--- src/rtl/axis_tx_pkg.sv ---
// Shared types for the AXI-Stream packet transmitter: packetiser state and
// the two ways TLAST can be produced.
package axis_tx_pkg;

  typedef enum logic {
    IDLE = 1'b0,
    BODY = 1'b1
  } tx_state_e;

  localparam int LM_FLAG  = 0;
  localparam int LM_COUNT = 1;

endpackage

--- src/rtl/axis_tx_fifo.sv ---
// First-word-fall-through FIFO: the head entry is visible on rdata whenever
// empty is low. Pointers wrap naturally because DEPTH is a power of two.
module axis_tx_fifo #(
  parameter int WIDTH = 8,
  parameter int DEPTH = 4
) (
  input  logic                     clk,
  input  logic                     rst_n,
  input  logic                     push,
  input  logic [WIDTH-1:0]         wdata,
  input  logic                     pop,
  output logic [WIDTH-1:0]         rdata,
  output logic                     full,
  output logic                     empty,
  output logic [$clog2(DEPTH):0]   level
);

  localparam int AW = $clog2(DEPTH);

  logic [WIDTH-1:0] mem_q [DEPTH];
  logic [AW-1:0]    wr_ptr_q, wr_ptr_d;
  logic [AW-1:0]    rd_ptr_q, rd_ptr_d;
  logic [AW:0]      count_q, count_d;
  logic             do_push, do_pop;

  assign full    = (count_q == (AW+1)'(DEPTH));
  assign empty   = (count_q == '0);
  assign level   = count_q;
  assign do_push = push && !full;
  assign do_pop  = pop && !empty;
  assign rdata   = mem_q[rd_ptr_q];

  always_comb begin
    wr_ptr_d = wr_ptr_q;
    rd_ptr_d = rd_ptr_q;
    if (do_push) wr_ptr_d = wr_ptr_q + AW'(1);
    if (do_pop)  rd_ptr_d = rd_ptr_q + AW'(1);
    count_d = count_q + (AW+1)'(do_push) - (AW+1)'(do_pop);
  end

  always_ff @(posedge clk or negedge rst_n) begin
    if (!rst_n) begin
      wr_ptr_q <= '0;
      rd_ptr_q <= '0;
      count_q  <= '0;
    end else begin
      wr_ptr_q <= wr_ptr_d;
      rd_ptr_q <= rd_ptr_d;
      count_q  <= count_d;
    end
  end

  // Storage needs no reset: an empty FIFO never exposes its contents.
  always_ff @(posedge clk) begin
    if (do_push) mem_q[wr_ptr_q] <= wdata;
  end

endmodule

--- src/rtl/axis_packet_tx.sv ---
// AXI-Stream packet transmitter: packetises upstream beats (sof/last, routing)
// and buffers them in a FWFT FIFO. Define AXIS_TX_PKT_CNT_EN to add pkt_cnt.
module axis_packet_tx
  import axis_tx_pkg::*;
#(
  parameter int DATA_W   = 16,
  parameter int DEPTH    = 4,
  parameter int ID_W     = 7,
  parameter int DEST_W   = 1,
  parameter int LEN_W    = 8,
  parameter int LEN_MODE = LM_FLAG
) (
  input  logic                    ACLK,
  input  logic                    ARESETn,
  input  logic                    in_valid,
  output logic                    in_ready,
  input  logic [DATA_W-1:0]       in_data,
  input  logic [DATA_W/8-1:0]     in_keep,
  input  logic                    in_last,
  input  logic [LEN_W-1:0]        pkt_len,
  input  logic [ID_W-1:0]         cfg_id,
  input  logic [DEST_W-1:0]       cfg_dest,
  output logic                    TVALID,
  output logic                    TLAST,
  output logic                    TUSER,
  output logic [DATA_W-1:0]       TDATA,
  output logic [DATA_W/8-1:0]     TKEEP,
  output logic [DATA_W/8-1:0]     TSTRB,
  output logic [ID_W-1:0]         TID,
  output logic [DEST_W-1:0]       TDEST,
  input  logic                    TREADY,
  output logic [$clog2(DEPTH):0]  level
`ifdef AXIS_TX_PKT_CNT_EN
  ,
  output logic [31:0]             pkt_cnt
`endif
);

  localparam int KEEP_W  = DATA_W / 8;
  localparam int ENTRY_W = DATA_W + KEEP_W + 2 + ID_W + DEST_W;

  tx_state_e          state_q, state_d;
  logic [LEN_W-1:0]   len_q, len_d;
  logic [LEN_W-1:0]   cnt_q, cnt_d;
  logic [ID_W-1:0]    id_q, id_d;
  logic [DEST_W-1:0]  dest_q, dest_d;

  logic               accept, first_beat, cnt_last, beat_last;
  logic [LEN_W-1:0]   len_cur, len_eff;
  logic [ID_W-1:0]    beat_id;
  logic [DEST_W-1:0]  beat_dest;
  logic               fifo_full, fifo_empty, do_pop;
  logic [ENTRY_W-1:0] wr_entry, head;

  assign in_ready = ARESETn && !fifo_full;
  assign accept   = in_valid && in_ready;

  // Routing and length come from the cfg inputs on the first beat and from
  // the sampled copies for the rest of the packet.
  always_comb begin
    first_beat = (state_q == IDLE);
    len_cur    = first_beat ? pkt_len : len_q;
    len_eff    = (len_cur == '0) ? LEN_W'(1) : len_cur;
    cnt_last   = (cnt_q == len_eff - LEN_W'(1));
    beat_last  = (LEN_MODE == LM_COUNT) ? cnt_last : in_last;
    beat_id    = first_beat ? cfg_id : id_q;
    beat_dest  = first_beat ? cfg_dest : dest_q;

    state_d = state_q;
    len_d   = len_q;
    cnt_d   = cnt_q;
    id_d    = id_q;
    dest_d  = dest_q;
    if (accept) begin
      len_d  = len_cur;
      id_d   = beat_id;
      dest_d = beat_dest;
      if (beat_last) begin
        state_d = IDLE;
        cnt_d   = '0;
      end else begin
        state_d = BODY;
        cnt_d   = cnt_q + LEN_W'(1);
      end
    end
  end

  always_ff @(posedge ACLK or negedge ARESETn) begin
    if (!ARESETn) begin
      state_q <= IDLE;
      len_q   <= '0;
      cnt_q   <= '0;
      id_q    <= '0;
      dest_q  <= '0;
    end else begin
      state_q <= state_d;
      len_q   <= len_d;
      cnt_q   <= cnt_d;
      id_q    <= id_d;
      dest_q  <= dest_d;
    end
  end

  assign wr_entry = {in_data, in_keep, beat_last, first_beat, beat_id, beat_dest};
  assign do_pop   = !fifo_empty && TREADY;

  axis_tx_fifo #(
    .WIDTH (ENTRY_W),
    .DEPTH (DEPTH)
  ) u_fifo (
    .clk   (ACLK),
    .rst_n (ARESETn),
    .push  (accept),
    .wdata (wr_entry),
    .pop   (do_pop),
    .rdata (head),
    .full  (fifo_full),
    .empty (fifo_empty),
    .level (level)
  );

  // Gating by TVALID keeps every T* output at zero while empty or in reset.
  assign TVALID = !fifo_empty;
  always_comb begin
    {TDATA, TKEEP, TLAST, TUSER, TID, TDEST} = '0;
    if (TVALID) {TDATA, TKEEP, TLAST, TUSER, TID, TDEST} = head;
  end
  assign TSTRB = TKEEP;

`ifdef AXIS_TX_PKT_CNT_EN
  logic [31:0] pkt_cnt_q, pkt_cnt_d;

  always_comb begin
    pkt_cnt_d = pkt_cnt_q;
    if (TVALID && TREADY && TLAST) pkt_cnt_d = pkt_cnt_q + 32'd1;
  end

  always_ff @(posedge ACLK or negedge ARESETn) begin
    if (!ARESETn) pkt_cnt_q <= '0;
    else          pkt_cnt_q <= pkt_cnt_d;
  end

  assign pkt_cnt = pkt_cnt_q;
`else
  // Packet counter not built in this configuration.
`endif

endmodule

--- config.mk ---
export PLATFORM = sky130hd
export DESIGN_NAME = axis_packet_tx
export DESIGN_NICKNAME = d
export VERILOG_FILES = /design/src/rtl/axis_tx_pkg.sv /design/src/rtl/axis_tx_fifo.sv /design/src/rtl/axis_packet_tx.sv
export SDC_FILE = /design/constraint.sdc
export NUM_CORES = 1
export LEC_CHECK = 0
export BUFFER_PORTS_ARGS = -buffer_cell sky130_fd_sc_hd__buf_4
export CAP_MARGIN = 20
export CELL_PAD_IN_SITES_DETAIL_PLACEMENT = 0
export CELL_PAD_IN_SITES_GLOBAL_PLACEMENT = 2
export CORE_ASPECT_RATIO = 1.5
export CORE_MARGIN = 2
export CORE_UTILIZATION = 46
export DETAILED_ROUTE_END_ITERATION = 10
export GPL_TIMING_DRIVEN = 0
export PLACE_DENSITY_LB_ADDON = 0.1
export RECOVER_POWER = 25
export SYNTH_ARGS = -nofsm -noshare
export SYNTH_HDL_FRONTEND = slang
export SYNTH_SLANG_ARGS = --single-unit
--- constraint.sdc ---
create_clock -name ACLK -period 4.35 [get_ports ACLK]
set_input_delay 0.2175 -clock ACLK [delete_from_list [all_inputs] [get_ports ACLK]]
set_output_delay 0.2175 -clock ACLK [all_outputs]
set_load 0.03 [all_outputs]
==> summary.md, run 1 <==
| Metric | Value |
|---|---|
| Status | `finished clean` |
| Vias per cell | `5.02` |
| GR Util All Layers | `around 17%` |
| Dpl cells | `approximately 460` |
| RR Startpoint | `u_fifo.level[2]` |
| Antenna Cells | `0` |
| Max-slew violation count | `0` |
| Largest net degree at the start of global routing | `29` |
| Core Box Area | `0.0109 mm²` |
| Antenna viol nets, final | `0` |
| Hold_buf cts | `7` |
| Crit path max-delay cell type | `clkbuf_1` |
| Clock Sinks | `between 100 and 150` |
| Clock latency on the worst-skew pair | `a little over 0.4 ns` |
| Htree depth | `4` |
| Hold path cells | `1` |
| Final Cycle Share | `about two thirds` |
| Adder-cell share of the synthesized area | `roughly 1.9%` |
| Die span in y | `133 µm` |
| Synth Area in Simple Gates | `4.65%` |
| Fin cells | `just under 500` |
| Arr. time, crit path | `~3 ns` |
| RSZ-0062 raised after global routing | `false` |
| Period minus WS final | `2.97 ns` |
| CP Class | `in2reg` |
| Ys async rst share | `roughly an eighth` |
| Seq/Total Area, Yosys | `about three quarters` |
| Die span in x | `90.1 µm` |
| Initial Util | `46.8%` |
| Gate Count Post-Synth | `245` |
| CTS tree | `done` |
| Xor and xnor area share after synthesis | `0.856%` |
| Initial antenna violation count | `0` |
| IO Port Bufs | `65` |
| Clock Tree Buf Depth | `2` |
| Final RePlAce weighted congestion | `0.662` |
| Leak | `0.00227 µW` |
| Most frequent cell after synthesis | `edfxtp_1` |
| Die area | `0.0120 mm²` |
| Number of library cell types mapped by synthesis | `23` |
| DRT Pass-1 Iters | `4` |
| Synth area leaders | `edfxtp_1 66%, mux4_2 12%, dfrtp_1 7.8%` |
| Layout cell share with drive strength beyond 1 | `39.7%` |
| Cell accounting for the most synthesized area | `edfxtp_1` |
| R2R setup slack | `1.98 ns` |
| Number of synthesized flops with an enable pin | `112` |
| Complex-gate fraction of the synthesized area | `0.465%` |
| CTS buffer count | `17` |
| Synth cell count leaders | `112 x edfxtp_1, 33 x and2_1, 28 x mux4_2` |
| Fmax | `337 MHz` |
| First-pass GRT wire length | `approximately 15000 µm` |
| # rows | `47` |
| Worst Reg-to-Reg Cells | `9` |
| Slew Limit Headroom | `30.8%` |
| Critical R2R Capture | `u_fifo.level[2]` |
| Area fraction of the dominant cell type after synthesis | `between 60 and 70%` |
| I/O pins | `74` |
| Startpoint type of the worst setup path | `input pin` |
| Hold path startpoint | `in_data[4]` |
| Top FF cell, synth | `edfxtp_1` |
| Initial DRC count | `roughly 170` |
| Vias post-DR | `around 2500` |
| Synthesized area per cell | `20.9 µm²` |
| Setup TNS | `0 ns` |
| Final wirelength | `approximately 9000 µm` |
| Number of buffers added for setup after CTS | `0` |
| Final count of hold timing violations | `0` |
| Crit-path max FO | `28` |
| Synth-to-layout area growth | `24.5%` |
| Max cap viols | `0` |
| Setup Skew | `0.00494 ns` |
| Worst Tran Pin Value | `~1.0 ns` |
| Mux cell area share after synthesis | `16.3%` |
| Setup violations, final | `0` |
| Pwr/cell area | `759 mW/mm²` |
| Vias in the first global route | `between 2000 and 3000` |
| Avg WL per Cell | `18.1 µm` |
| Register bit total from synthesis | `128` |
| DP HPWL | `5510 µm` |
| Syn nets | `roughly 290` |
| Mapped cell area | `0.00511 mm²` |
| Hold Path Sink | `u_fifo.mem_q[0][16]` |
| FILL cells | `about 910` |
| Total gr overflow | `0` |
| CP peak stage delay | `around 0.77 ns` |
| Crit end category | `register` |
| Max VDD drop | `around 0.00041 V` |
| Hold crit path type | `in2reg` |
| CTS root buf | `clkbuf_16` |
| Clk slew on worst S/H paths | `0.05 ns` |
| Final #Nets | `about 380` |
| Worst Path Required | `4.38 ns` |
| DRC viols | `0` |
| Critical path cell sequence | `dlygate4sd3_1 > clkbuf_1 > nand2_1 > a21oi_4 > buf_4 > and2_2` |
| Core Util, Final | `about three fifths` |
| Largest family of logic cells by synthesized area | `multiplexers` |
| CTS resizes | `0` |
| YS warnings | `0` |
critical path: cells and delay by family:
family                 cells  cell delay [ns]
buffers and inverters      3             1.54
AOI/OAI and AO/OA          1             0.31
and+or+nand+nor            2             0.91
flip-flops by register name, indices dropped and copies added, names as in the netlist:
register         count
dest_q               1
id_q                 7
u_fifo.level         3
u_fifo.wr_ptr_q      2
u_fifo.mem_q       112
state_q              1
u_fifo.rd_ptr_q      2
layer usage:
metal | GRT usage (%) | up-vias | share of wire (%)
li1 | - | 1140 | -
met4 | 8.12 | 0 | 1.6
met5 | 0 | - | 0
met1 | 19.4 | 1262 | 39
met3 | 4.92 | 15 | 4.4
met2 | 28.5 | 76 | 55
cells by family (layout without fill, tap and decap cells):
group                      after synthesis  in the layout
muxes                                   46             46
and+or+nand+nor                         37             37
xor gates and xnor gates                 5              5
adders and majority gates                7              7
buffers and inverters                   20            125
AOI/OAI and AO/OA                        2              2
DFF                                    128            128
where the power goes:
| part | switching, µW | internal (µW) |
|---|---|---|
| clock | 484 | 828 |
| sequential | 79.8 | 1590 |
| combinational | 1030 | 820 |
| total | 1590 | 3240 |
layout by cell type (no fill, tap or decap), types with 2 or more instances in the layout:
cell	n
mux2_2	14
clkinvlp_4	3
ha_1	6
buf_6	3
buf_4	54
clkinv_1	3
buf_2	3
mux2_1	3
mux4_2	28
bufinv_16	2
clkinv_2	6
dlygate4sd3_1	8
inv_1	7
clkbuf_16	17
edfxtp_1	112
and2_2	4
and2_1	29
clkbuf_1	18
xnor2_1	4
dfrtp_1	16
worst max path at each step:
stage	to	cells after the start	slack [ns]	startpoint
after floorplan	u_fifo.level[2]	9	1.95	u_fifo.level[2]
after global placement	u_fifo.mem_q[0][25]	5	1.45	ARESETn
after detailed placement	u_fifo.level[2]	9	1.97	u_fifo.level[2]
after CTS	u_fifo.mem_q[0][19]	6	1.90	ARESETn
after global routing	u_fifo.mem_q[0][22]	6	1.03	ARESETn
final	u_fifo.mem_q[0][19]	6	1.38	ARESETn
stage by stage:
step	setup slack (ns)	hold WS, ns	total power (µW)	area (µm²)
floorplan	1.95	-0.0781	2980	5110
global placement	1.45	0.106	3560	5790
detailed placement	1.97	0.111	3590	5790
CTS	1.90	0.000657	4900	6410
global route	1.03	0.0885	5080	6370
finish	1.38	0.0771	4830	6370
final cells by class:
cell class	count	area [µm²]	share of cell area (%)
plain buffers	13	91.3	1.43
flip-flops and latches	128	3760	59.1
repair buffers	73	512	8.04
clock buffers	18	429	6.74
inverters	7	26.3	0.413
clock inverters	14	124	1.95
well taps	147	184	2.89
multi-input cells	97	1240	19.4
Power figures use the tool's default switching activity.
==> run 2: changes to the inputs <==
- CORE_UTILIZATION: 46 -> 43
- clock period: 4.35 -> 3 ns (I/O delays scaled with it)
==> summary.md, run 2 (synthesis gave the netlist of run 1 again) <==
| Metric | Value |
|---|---|
| Vias in the first global route | `2668` |
| Hold_buf cts | `20` |
| I/O pins | `74` |
| Crit-path max FO | `28` |
| Final RePlAce weighted congestion | `0.665` |
| Htree depth | `4` |
| Crit end category | `register` |
| Met3 GRT Util | `4.38%` |
| Max FFs per register | `112` |
| Total gr overflow | `0` |
| Comb pwr share | `a little over a third` |
| Number of buffers added for setup after CTS | `0` |
| Avg WL per Cell | `18.3 µm` |
| Antenna Cells | `0` |
| Layout cell share with drive strength beyond 1 | `a little under two fifths` |
| Worst slack, placed | `approximately 0.66 ns` |
| Clock Power Share | `between 30 and 40%` |
| Max VDD drop | `approximately 0.00059 V` |
| Setup violations, final | `0` |
| Clock Sinks | `128` |
| Slew Limit Headroom | `43.3%` |
| Vias per cell | `4.96` |
| Dpl cells | `460` |
| DRC viols | `0` |
| Die span in x | `93.0 µm` |
| Switching Power | `2320 µW` |
| Pwr/cell area | `1130 mW/mm²` |
| Arr. time, crit path | `approximately 2.4 ns` |
| Top reg by flops | `u_fifo.mem_q` |
| Clock latency on the worst-skew pair | `0.41 ns` |
| Net Sw Frac | `31.1%` |
| Fin cells | `512` |
| Most common cell after layout, fill and taps aside | `edfxtp_1` |
| Clock Tree Buf Depth | `2` |
| CP Class | `in2reg` |
| CTS buffer count | `17` |
| Cell-internal power | `a little over 5000 µW` |
| CTS tree | `done` |
| PnR worst setup slack | `0.634 ns` |
| Initial Util | `44.3%` |
| Initial antenna violation count | `0` |
| Vias post-DR | `2542` |
| Worst Path Required | `3.03 ns` |
| FILL cells | `935` |
| Busiest grt layer | `met2` |
| Fmax | `423 MHz` |
| Hold crit path type | `in2reg` |
| Max-slew violation count | `0` |
| RSZ-0062 raised after global routing | `false` |
| Setup TNS | `0 ns` |
| Largest net degree at the start of global routing | `29` |
| Die span in y | `138 µm` |
| DP HPWL | `5560 µm` |
| Seq pwr share | `32.5%` |
| Status | `finished clean` |
| Most frequent cells in the layout | `112 x edfxtp_1, 53 x buf_4, 29 x and2_1` |
| Max cap viols | `0` |
| Final #Nets | `just under 400` |
| Leak | `about 0.0024 µW` |
| Final Cycle Share | `roughly 79%` |
| Setup Skew | `0.00577 ns` |
| Startpoint type of the worst setup path | `input pin` |
| Antenna viol nets, final | `0` |
| CTS resizes | `0` |
| Met2 Resource Use GR | `27.8%` |
| Initial DRC count | `122` |
| Final count of hold timing violations | `0` |
| # rows | `48` |
| Clk slew on worst S/H paths | `0.05 ns` |
| GR Util All Layers | `15.9%` |
| CTS root buf | `clkbuf_16` |
| Die area | `0.0128 mm²` |
| Final wirelength | `9350 µm` |
| Worst Tran Pin Value | `0.851 ns` |
| IO Port Bufs | `65` |
| Period minus WS final | `about 2.4 ns` |
| DRT Pass-1 Iters | `4` |
| First-pass GRT wire length | `14200 µm` |
| GR Util met1 | `17.9%` |
| Synth-to-layout area growth | `29.2%` |
| Core Box Area | `0.0115 mm²` |
==> run 2: cell types whose count changed in the layout (fill, tap and decap cells not counted), sizes merged <==
cell	previous run	this run
dlygate4sd3	8	20
clkinvlp	3	1
bufinv	2	7
clkinv	9	5
clkbuf	36	38
buf	60	59
==> run 2: power by group through the flow <==
stage / Clock [µW] / Sequential [µW] / Combinational [µW]
floorplan: 0 / 2470 / 1850
global placement: 0 / 2450 / 2730
detailed placement: 0 / 2460 / 2750
CTS: 2360 / 2430 / 2780
global route: 2430 / 2450 / 2910
finish: 2330 / 2420 / 2700
==> run 2: layer usage <==
metal  vias to the layer above  part of all wire [%]
met5                         -                     0
met4                         0                   1.7
met3                        13                   3.3
met2                        57                    54
met1                      1306                    41
li1                       1166                     -
==> run 2: final cells by class <==
cell class              instances  area, µm²  share of cell area (%)
plain buffers                  13       91.3                    1.38
multi-input cells              97       1240                    18.7
repair buffers                 85        628                    9.51
clock inverters                13        240                    3.64
well taps                     150        188                    2.84
clock buffers                  19        433                    6.55
flip-flops and latches        128       3760                    57.0
inverters                       7       26.3                   0.398
==> run 2: worst max-delay path: stages <==
cell           delay [ns]
dlygate4sd3_1        0.52
buf_4                0.27
nand2_1              0.14
a21oi_4              0.29
buf_4                0.26
and2_2               0.73
==> run 2: worst paths after layout <==
| check | from | to | slack, ns | depth (start not counted) |
|---|---|---|---|---|
| max in group asynchronous | ARESETn | id_q[6] | 2.63 | 2 |
| min in group asynchronous | ARESETn | id_q[2] | 0.15 | 2 |
| worst min-delay path | TREADY | u_fifo.rd_ptr_q[1] | 0.03 | 3 |
| worst max register to register | u_fifo.level[2] | u_fifo.level[2] | 0.66 | 9 |
| worst max-delay path | ARESETn | u_fifo.mem_q[0][23] | 0.63 | 6 |
| worst min register to register | id_q[3] | id_q[3] | 0.48 | 1 |
==> run 2: metrics by stage <==
| step | utilization [%] | power (µW) | hold WS (ns) | instance area (µm²) |
|---|---|---|---|---|
| floorplan | - | 4320 | -0.146 | 5110 |
| detailed placement | 50.2 | 5210 | 0.0430 | 5790 |
| CTS | 57.8 | 7560 | 0.0215 | 6670 |
| finish | 57.3 | 7450 | 0.0277 | 6610 |
| global route | 57.3 | 7790 | 0.0258 | 6610 |
| global placement | 50.2 | 5170 | 0.0425 | 5790 |
==> run 3: changes to the inputs <==
- CORE_UTILIZATION: 43 -> 39
- clock period: 3 -> 1.9 ns (I/O delays scaled with it)
==> summary.md, run 3 (synthesis gave the netlist of run 1 again) <==
| Metric | Value |
|---|---|
| PnR worst setup slack | `-0.224 ns` |
| Hold path startpoint | `cfg_dest` |
| Vias in the first global route | `2814` |
| Crit end category | `register` |
| Max VDD drop | `around 0.0010 V` |
| Vias post-DR | `2636` |
| Final RePlAce weighted congestion | `0.638` |
| Critical path cell sequence | `or3_4 > and2_4 > ha_4 > inv_2 > ha_4 > inv_2 > fa_2 > xnor2_2 > xnor2_1` |
| RSZ-0062 raised after global routing | `true` |
| CP Class | `reg2reg` |
| Clk slew on worst S/H paths | `0.05 ns` |
| I/O pins | `74` |
| Die span in y | `144 µm` |
| Final #Nets | `414` |
| Worst Reg-to-Reg Cells | `9` |
| Dpl cells | `about 470` |
| Fmax | `471 MHz` |
| Status | `finished with violations` |
| Final wirelength | `9680 µm` |
| Core Box Area | `0.0129 mm²` |
| DRT Pass-1 Iters | `7` |
| Htree depth | `4` |
| Setup TNS | `-2.66 ns` |
| Hold Path Sink | `u_fifo.mem_q[1][0]` |
| Largest net degree at the start of global routing | `29` |
| Initial antenna violation count | `0` |
| Final count of hold timing violations | `0` |
| DRC viols | `0` |
| Antenna viol nets, final | `0` |
| Vias per cell | `4.88` |
| Switching Power | `3930 µW` |
| Clock Power Share | `23.9%` |
| # rows | `51` |
| FILL cells | `1080` |
| Fin cells | `540` |
| Reg area | `0.00377 mm²` |
| Setup Skew | `0.00942 ns` |
| CTS root buf | `clkbuf_16` |
| GR Util All Layers | `14.9%` |
| Hold crit path type | `in2reg` |
| Die area | `around 0.014 mm²` |
| Clock latency on the worst-skew pair | `0.40 ns` |
| Hold path cells | `2` |
| Avg WL per Cell | `about 18 µm` |
| Clock Sinks | `roughly 130` |
| CP peak stage delay | `0.42 ns` |
| Most common cell after layout, fill and taps aside | `edfxtp_1` |
| Arr. time, crit path | `2.41 ns` |
| Pwr/cell area | `1800 mW/mm²` |
| Initial DRC count | `about 80` |
| Seq pwr share | `30.0%` |
| CTS tree | `done` |
| Clock Tree Buf Depth | `2` |
| Die span in x | `97.5 µm` |
| Slew Limit Headroom | `44.3%` |
| Max FFs per register | `112` |
| First-pass GRT wire length | `15200 µm` |
| Area of the multi-input gates | `between 0.001 and 0.0015 mm²` |
| Synth-to-layout area growth | `38.0%` |
| Final Cycle Share | `112%` |
| Leak | `0.00261 µW` |
| Setup violations, final | `29` |
| Period minus WS final | `2.12 ns` |
| Cell-internal power | `8760 µW` |
| Startpoint type of the worst setup path | `register` |
| Worst Tran Pin Value | `between 0.8 and 0.9 ns` |
| Net Sw Frac | `31.0%` |
| Top reg by flops | `u_fifo.mem_q` |
| R2R setup slack | `-0.22 ns` |
| CTS buffer count | `17` |
| Comb pwr share | `between 40% and 50%` |
| Layout cell share with drive strength beyond 1 | `roughly half` |
| Total gr overflow | `0` |
| Crit-path max FO | `3` |
| Design area | `0.00706 mm²` |
| DP Area | `slightly below 0.006 mm²` |
| Critical R2R Capture | `u_fifo.level[2]` |
| Worst Path Required | `2.18 ns` |
| DP HPWL | `5710 µm` |
| IO Port Bufs | `65` |
| RR Startpoint | `u_fifo.level[1]` |
| Initial Util | `39.7%` |
| Failing checks | `negative setup slack` |
| Most frequent cells in the layout | `112 x edfxtp_1, 39 x buf_6, 33 x and2_4` |
| Max cap viols | `0` |
| Antenna Cells | `0` |
| Max-slew violation count | `0` |
| Crit path max-delay cell type | `dfrtp_2` |
run 3: area by class of cell:
cell class / count / share of cell area, %
repair buffers: 106 / 14.8
clock inverters: 8 / 1.26
flip-flops and latches: 128 / 53.3
clock buffers: 24 / 6.68
multi-input cells: 97 / 19.1
well taps: 159 / 2.82
plain buffers: 11 / 1.60
inverters: 7 / 0.372
run 3: power by group through the flow:
stage	clock [µW]	sequential (µW)	combinational (µW)
2_1_floorplan	0	3900	3000
3_3_place_gp	0	3870	4390
3_5_place_dp	0	3890	4430
4_1_cts	3090	3800	5920
5_1_grt	3210	3850	6220
6_report	3030	3800	5850
run 3: stage by stage:
stage / util (%) / setup WS (ns) / hold WS (ns) / power, µW
after floorplan: - / -0.323 / -0.201 / 6900
final: 54.8 / -0.224 / 0.0596 / 12700
after detailed placement: 45.4 / -0.415 / -0.00686 / 8320
after global routing: 54.8 / -0.282 / 0.0634 / 13300
after CTS: 54.9 / -0.237 / 0.0477 / 12800
after global placement: 45.4 / -0.410 / -0.0128 / 8260
run 3: worst max-delay path by stage:
stage | endpoint | slack (ns) | depth (start not counted) | from
after floorplan | u_fifo.level[2] | -0.32 | 9 | u_fifo.level[1]
after CTS | u_fifo.level[2] | -0.24 | 9 | u_fifo.level[1]
after detailed placement | u_fifo.mem_q[3][26] | -0.41 | 4 | u_fifo.level[1]
final | u_fifo.level[2] | -0.22 | 9 | u_fifo.level[1]
after global placement | u_fifo.mem_q[0][26] | -0.41 | 4 | u_fifo.level[1]
after global routing | u_fifo.level[2] | -0.28 | 9 | u_fifo.level[1]
run 3: per-layer routing:
layer	vias to the layer above	wire length, µm	share of wire, %	global-route usage, %
met5	-	0	0	0
met4	0	137	1.4	6.36
met3	8	363	3.8	3.87
met2	57	5470	57	27.2
met1	1372	3710	38	16.3
li1	1199	-	-	-
run 3: worst max-delay path, delay by kind of cell (launching register included):
| family | cells | cell delay, ns |
|---|---|---|
| adder cells (fa/ha/maj) | 3 | 0.66 |
| buffers and inverters | 2 | 0.09 |
| flip-flops | 1 | 0.42 |
| AND/OR/NAND/NOR | 2 | 0.57 |
| XOR/XNOR | 2 | 0.27 |
run 3: what timing repair did:
action                                  in CTS  in global routing
resized for setup                           85                 10
endpoints found under the setup margin     145                144
hold buffers                                21                  0
pin swaps                                   15                 14
cloned                                       2                  0
setup buffers                               15                  3
hold endpoints to repair                    94                  0
